## config.mk

```make
export PLATFORM = sky130hd
export DESIGN_NAME = sb_event_collector
export DESIGN_NICKNAME = d
export VERILOG_FILES = /design/src/rtl/sb_event_pkg.sv /design/src/rtl/sb_event_fifo.sv /design/src/rtl/sb_event_collector.sv
export SDC_FILE = /design/constraint.sdc
export NUM_CORES = 1
export LEC_CHECK = 0
export ABC_AREA = 1
export CAP_MARGIN = 0
export CORE_MARGIN = 5
export CORE_UTILIZATION = 58
export DETAILED_ROUTE_END_ITERATION = 16
export GPL_ROUTABILITY_DRIVEN = 0
export PLACE_DENSITY_LB_ADDON = 0.15
export RECOVER_POWER = 25
export REMOVE_ABC_BUFFERS = 1
export SETUP_SLACK_MARGIN = 0.2
export SLEW_MARGIN = 20
export SYNTH_ARGS = -nofsm -noshare
export SYNTH_HDL_FRONTEND = slang
export SYNTH_HIERARCHICAL = 1
export SYNTH_SLANG_ARGS = --single-unit
```

## constraint.sdc

```tcl
create_clock -name clk -period 6.5 [get_ports clk]
set_clock_uncertainty 0.05 [all_clocks]
set_input_delay 1.3 -clock clk [delete_from_list [all_inputs] [get_ports clk]]
set_output_delay 1.3 -clock clk [all_outputs]
set_load 0.05 [all_outputs]
```

## src/rtl/sb_event_pkg.sv

```systemverilog
// sb_event_pkg: shared types, constants and helpers for the sb8-level event
// collector.
//   SB_N_CHILD, SB_EVT_DATA_W : default child count and payload width
//   sb_src_w()                : source-index width, max(1, $clog2(n))
//   sb_evt_t                  : {src, data} event word for the default config
package sb_event_pkg;

    localparam int unsigned SB_N_CHILD    = 5;
    localparam int unsigned SB_EVT_DATA_W = 16;

    function automatic int unsigned sb_src_w(input int unsigned n);
        if (n <= 2) begin
            return 1;
        end
        return $clog2(n);
    endfunction

    localparam int unsigned SB_SRC_W = sb_src_w(SB_N_CHILD);

    typedef struct packed {
        logic [SB_SRC_W-1:0]      src;
        logic [SB_EVT_DATA_W-1:0] data;
    } sb_evt_t;

endpackage

```

## src/rtl/sb_event_fifo.sv

```systemverilog
// sb_event_fifo: synchronous FIFO for event words.
//   clk, rst     : clock, synchronous active-high reset (empties, clears storage)
//   push_i       : write push_data_i (ignored when full)
//   pop_i        : advance head (ignored when empty)
//   head_o       : registered head entry; reads 0 after reset
//   full_o       : level == DEPTH
//   empty_o      : level == 0
//   level_o      : current occupancy
module sb_event_fifo #(
    parameter type         T     = logic [7:0],
    parameter int unsigned DEPTH = 4,
    localparam int unsigned PTR_W = $clog2(DEPTH),
    localparam int unsigned LVL_W = PTR_W + 1
) (
    input  logic             clk,
    input  logic             rst,
    input  logic             push_i,
    input  T                 push_data_i,
    input  logic             pop_i,
    output T                 head_o,
    output logic             full_o,
    output logic             empty_o,
    output logic [LVL_W-1:0] level_o
);

    T                 mem_q [DEPTH];
    logic [PTR_W-1:0] wr_ptr_q;
    logic [PTR_W-1:0] rd_ptr_q;
    logic [LVL_W-1:0] level_q;
    logic [LVL_W-1:0] level_d;
    logic             do_push;
    logic             do_pop;

    assign full_o  = (level_q == LVL_W'(DEPTH));
    assign empty_o = (level_q == '0);
    assign do_push = push_i & ~full_o;
    assign do_pop  = pop_i & ~empty_o;

    always_comb begin
        level_d = level_q;
        unique case ({do_push, do_pop})
            2'b10:   level_d = level_q + LVL_W'(1);
            2'b01:   level_d = level_q - LVL_W'(1);
            default: level_d = level_q;
        endcase
    end

    always_ff @(posedge clk) begin
        if (rst) begin
            // Storage is cleared so the head reads 0 right after reset.
            mem_q    <= '{default: '0};
            wr_ptr_q <= '0;
            rd_ptr_q <= '0;
            level_q  <= '0;
        end else begin
            if (do_push) begin
                mem_q[wr_ptr_q] <= push_data_i;
                wr_ptr_q        <= wr_ptr_q + PTR_W'(1);
            end
            if (do_pop) begin
                rd_ptr_q <= rd_ptr_q + PTR_W'(1);
            end
            level_q <= level_d;
        end
    end

    assign head_o  = mem_q[rd_ptr_q];
    assign level_o = level_q;

endmodule

```

## src/rtl/sb_event_collector.sv

```systemverilog
// sb_event_collector: round-robin collection of child events into a FIFO that
// drains to the parent, tagged with the source child index.
//   clk, rst     : clock, synchronous active-high reset
//   child_valid  : per-child event valid
//   child_data   : per-child payload, child i at [i*DATA_W +: DATA_W]
//   child_ready  : one-hot grant, zero when nothing is granted
//   evt_valid/evt_ready/evt_data/evt_src : head event toward the parent
//   fifo_level   : FIFO occupancy
//   evt_count    : delivered-event counter, only when EVT_COUNT_EN is defined
module sb_event_collector
    import sb_event_pkg::*;
#(
    parameter int unsigned N_CHILD    = SB_N_CHILD,
    parameter int unsigned DATA_W     = SB_EVT_DATA_W,
    parameter int unsigned FIFO_DEPTH = 4,
    localparam int unsigned SRC_W     = sb_src_w(N_CHILD),
    localparam int unsigned LVL_W     = $clog2(FIFO_DEPTH) + 1
) (
    input  logic                      clk,
    input  logic                      rst,
    input  logic [N_CHILD-1:0]        child_valid,
    input  logic [N_CHILD*DATA_W-1:0] child_data,
    output logic [N_CHILD-1:0]        child_ready,
    output logic                      evt_valid,
    input  logic                      evt_ready,
    output logic [DATA_W-1:0]         evt_data,
    output logic [SRC_W-1:0]          evt_src,
    output logic [LVL_W-1:0]          fifo_level
`ifdef EVT_COUNT_EN
    ,
    output logic [15:0]               evt_count
`endif
);

    typedef struct packed {
        logic [SRC_W-1:0]  src;
        logic [DATA_W-1:0] data;
    } evt_t;

    logic [SRC_W-1:0] rr_ptr_q;
    logic [SRC_W-1:0] rr_ptr_d;
    logic [SRC_W:0]   sum;
    logic [SRC_W-1:0] cand;
    logic [SRC_W-1:0] grant_idx;
    logic             grant_found;
    logic             push;
    logic             pop;
    logic             full;
    logic             empty;
    evt_t             push_evt;
    evt_t             head;

    // Search rr_ptr+1 .. rr_ptr+N_CHILD with wrap; full blocks every grant
    // regardless of a same-cycle pop, so evt_ready never reaches child_ready.
    always_comb begin
        sum         = '0;
        cand        = '0;
        grant_idx   = '0;
        grant_found = 1'b0;
        for (int unsigned off = 1; off <= N_CHILD; off++) begin
            sum = {1'b0, rr_ptr_q} + (SRC_W+1)'(off);
            if (sum >= (SRC_W+1)'(N_CHILD)) begin
                sum = sum - (SRC_W+1)'(N_CHILD);
            end
            cand = sum[SRC_W-1:0];
            if (!grant_found && child_valid[cand]) begin
                grant_found = 1'b1;
                grant_idx   = cand;
            end
        end
        child_ready = '0;
        if (grant_found && !full && !rst) begin
            child_ready[grant_idx] = 1'b1;
        end
    end

    always_comb begin
        push_evt.src  = grant_idx;
        push_evt.data = '0;
        for (int unsigned i = 0; i < N_CHILD; i++) begin
            if (grant_idx == SRC_W'(i)) begin
                push_evt.data = child_data[i*DATA_W +: DATA_W];
            end
        end
    end

    assign push     = |child_ready;
    assign pop      = evt_valid & evt_ready;
    assign rr_ptr_d = push ? grant_idx : rr_ptr_q;

    always_ff @(posedge clk) begin
        if (rst) begin
            rr_ptr_q <= SRC_W'(N_CHILD - 1);
        end else begin
            rr_ptr_q <= rr_ptr_d;
        end
    end

    sb_event_fifo #(
        .T     (evt_t),
        .DEPTH (FIFO_DEPTH)
    ) u_fifo (
        .clk         (clk),
        .rst         (rst),
        .push_i      (push),
        .push_data_i (push_evt),
        .pop_i       (pop),
        .head_o      (head),
        .full_o      (full),
        .empty_o     (empty),
        .level_o     (fifo_level)
    );

    assign evt_valid = ~empty;
    assign evt_data  = head.data;
    assign evt_src   = head.src;

`ifdef EVT_COUNT_EN
    logic [15:0] cnt_q;
    logic [15:0] cnt_d;

    assign cnt_d = pop ? cnt_q + 16'd1 : cnt_q;

    always_ff @(posedge clk) begin
        if (rst) begin
            cnt_q <= '0;
        end else begin
            cnt_q <= cnt_d;
        end
    end

    assign evt_count = cnt_q;
`endif

endmodule

```

==> results of run 1 <==
[area by class of cell]
class / instances / share of cell area (%)
tap: 143 / 2.25
timing repair buffer: 122 / 15.1
clock buffer: 12 / 3.23
inverter: 227 / 10.8
multi-input combinational: 741 / 46.3
sequential: 86 / 21.7
clock inverter: 4 / 0.677
[critical path, cell delays in order]
cell and delay [ns]:
clkdlybuf4s50_1 0.61, inv_1 0.09, o41ai_1 0.70, nand3_1 0.18, nand3_2 0.32, inv_4 0.16, nor3_1 0.23, clkdlybuf4s50_1 0.87
[worst paths after layout]
check,startpoint,end,slack (ns),depth (start not counted)
worst max-delay path,child_valid[4],child_ready[1],0.68,8
worst min-delay path,u_fifo/mem_q[52]$_SDFFE_PP0P_,u_fifo/mem_q[52]$_SDFFE_PP0P_,0.46,4
worst max register to register,rr_ptr_q[1]$_SDFFE_PP0P_,u_fifo/mem_q[13]$_SDFFE_PP0P_,0.72,13
worst min register to register,u_fifo/mem_q[52]$_SDFFE_PP0P_,u_fifo/mem_q[52]$_SDFFE_PP0P_,0.46,4
[registers in the layout, indices dropped and copies added (netlist names)]
register,flops
rr_ptr_q,3
u_fifo/wr_ptr_q,2
u_fifo/mem_q,76
u_fifo/rd_ptr_q,2
u_fifo/level_o,3
[metal layers]
| layer | vias to the layer above | part of all wire [%] | GRT usage, % |
|---|---|---|---|
| met5 | - | 0 | 0 |
| met1 | 3189 | 42 | 37.6 |
| li1 | 3612 | - | - |
| met2 | 310 | 48 | 49.2 |
| met3 | 22 | 8.6 | 5.54 |
| met4 | 0 | 1.4 | 6.73 |
[through the flow]
stage,setup TNS [ns],instance area [um2]
after floorplan,-4.63,6260
after global placement,0,7650
after detailed placement,0,7650
after CTS,0,7970
after global routing,0,7940
final,0,7940
[placed cells by master, fill, tap and decap left out, types with 18 or more instances in the layout]
| cell type | count |
|---|---|
| nand2_1 | 264 |
| inv_1 | 218 |
| nor2_1 | 165 |
| clkdlybuf4s50_1 | 96 |
| dfxtp_1 | 86 |
| nand4_1 | 82 |
| nand3_1 | 76 |
| o21ai_0 | 43 |
| o22ai_1 | 19 |
| dlygate4sd3_1 | 18 |
[cells by family after synthesis]
| group | synth area share, % |
|---|---|
| and+or+nand+nor | 44.8 |
| buffers and inverters | 18.0 |
| AOI/OAI and AO/OA | 7.42 |
| DFF | 26.1 |
| adders and majority gates | 3.27 |
| xor gates and xnor gates | 0.399 |
==> flow_summary.ini, run 1 <==
[timing]
setup_viol = 0
rsz0062_at_grt = false
period_needed_ns = 5.82
slew_viol_final = 166
hold_slack_ns = 0.459
tightest_slew_ns = 3.66
layout_setup_ws_ns = 0.676
hold_viol = 0
relSlewSlack_pct = -144
period_share_pct = 89.6
fmax_mhz = 172

[cts]
tritoncts = yes
path_clk_slew_ns = 0.06
cts_hold_buf = 0
cts.sinks = 86
cts_resized = 0
cts_setup_buffers = 0
cts-buffers-inserted = 9
cts_root_buffer = clkbuf_16
insertion_delay_ns = 0.34
htreeDepth = 3
clock_path_buffers = 2

[setup_path]
critPathKind = input port to primary output
cp_max_fo = 12
crit_arrival_ns = 4.47
worstSetupEndpointType = primary output
start_kind = input port
crit_required_ns = 5.15

[finish]
nNetsFinal = 1291
multiInputGateArea_um2 = 3670
area_growth_pct = 20.5
n_fill_cell = 1040
regArea_um2 = 1720
drive_gt1_share_pct = 6.12
antenna_cells = 0
postLayoutCoreUtil_pct = 70.5
finalNonFillerCells = 1335

[route]
wirelength_um = 19600
drc = 0
vias = 7133
drtIter0Drc = 709
ant_nets = 0
drt-vias-per-instance = 5.34
dr.pass1.iters = 5
wl_per_cell_um = 14.7

[yosys]
synthDominantCellAreaShare_pct = 26.1
yosys.cell_types.count = 41
synth_top_area_cell = dfxtp_1
synth_flop_cell = dfxtp_1
synth_edf_count = 0
yosys-top-cells-area = dfxtp_1 26%, nand2_1 15%, inv_1 12%
synthesis.instances = 1115
yosysWarnings = 6
synth_area_per_cell_um2 = 5.91
syn_area_um2 = 6590
yosysMostFrequentCell = nand2_1
synth_common_cells = 264 x nand2_1, 218 x inv_1, 165 x nor2_1
ys_async_sr_fraction_pct = 0
ys_seq_elements = 86
ys_seq_area_share_pct = 26.1

[placed_design]
dp_slack_ns = 0.547
dp_hpwl_um = 12500
io_buffers = 115
dp_cells = 1319

[die]
dieArea_um2 = 13600
fp.dieW_um = 117
start_util_pct = 58.5
ioPinCount = 116
num_rows = 39
core_um2 = 11300
die_h_um = 117

[global_routing]
grt_use_total_pct = 28.8
grt_max_degree = 85
antenna_found_initial = 0
grt_pass1_wl_um = 31200
first_global_vias = 6275
grt-ovfl-total = 0

[hold_path]
min_path_type = flop to flop

[outcome]
failed_checks = capacitance limit, slew limit
status = complete, but fails checks

[job]
drv_cap = 2
Power of run 1 is left out: the tool's default activity adds up to more than one toggle a clock period on the data nets, which glitch-free logic cannot reach.
==> run 2: changes to the inputs <==
--- a/config.mk
+++ b/config.mk
@@ -9,8 +9,10 @@
 export CAP_MARGIN = 0
 export CORE_MARGIN = 5
 export CORE_UTILIZATION = 58
+export CTS_CLUSTER_DIAMETER = 80
 export DETAILED_ROUTE_END_ITERATION = 16
 export GPL_ROUTABILITY_DRIVEN = 0
+export HOLD_SLACK_MARGIN = 0.06
 export PLACE_DENSITY_LB_ADDON = 0.15
 export RECOVER_POWER = 25
 export REMOVE_ABC_BUFFERS = 1
==> results of run 2 <==
No change in the layout: final DEF, timing and power equal those of run 1.
Power of run 2 is left out for the same reason.
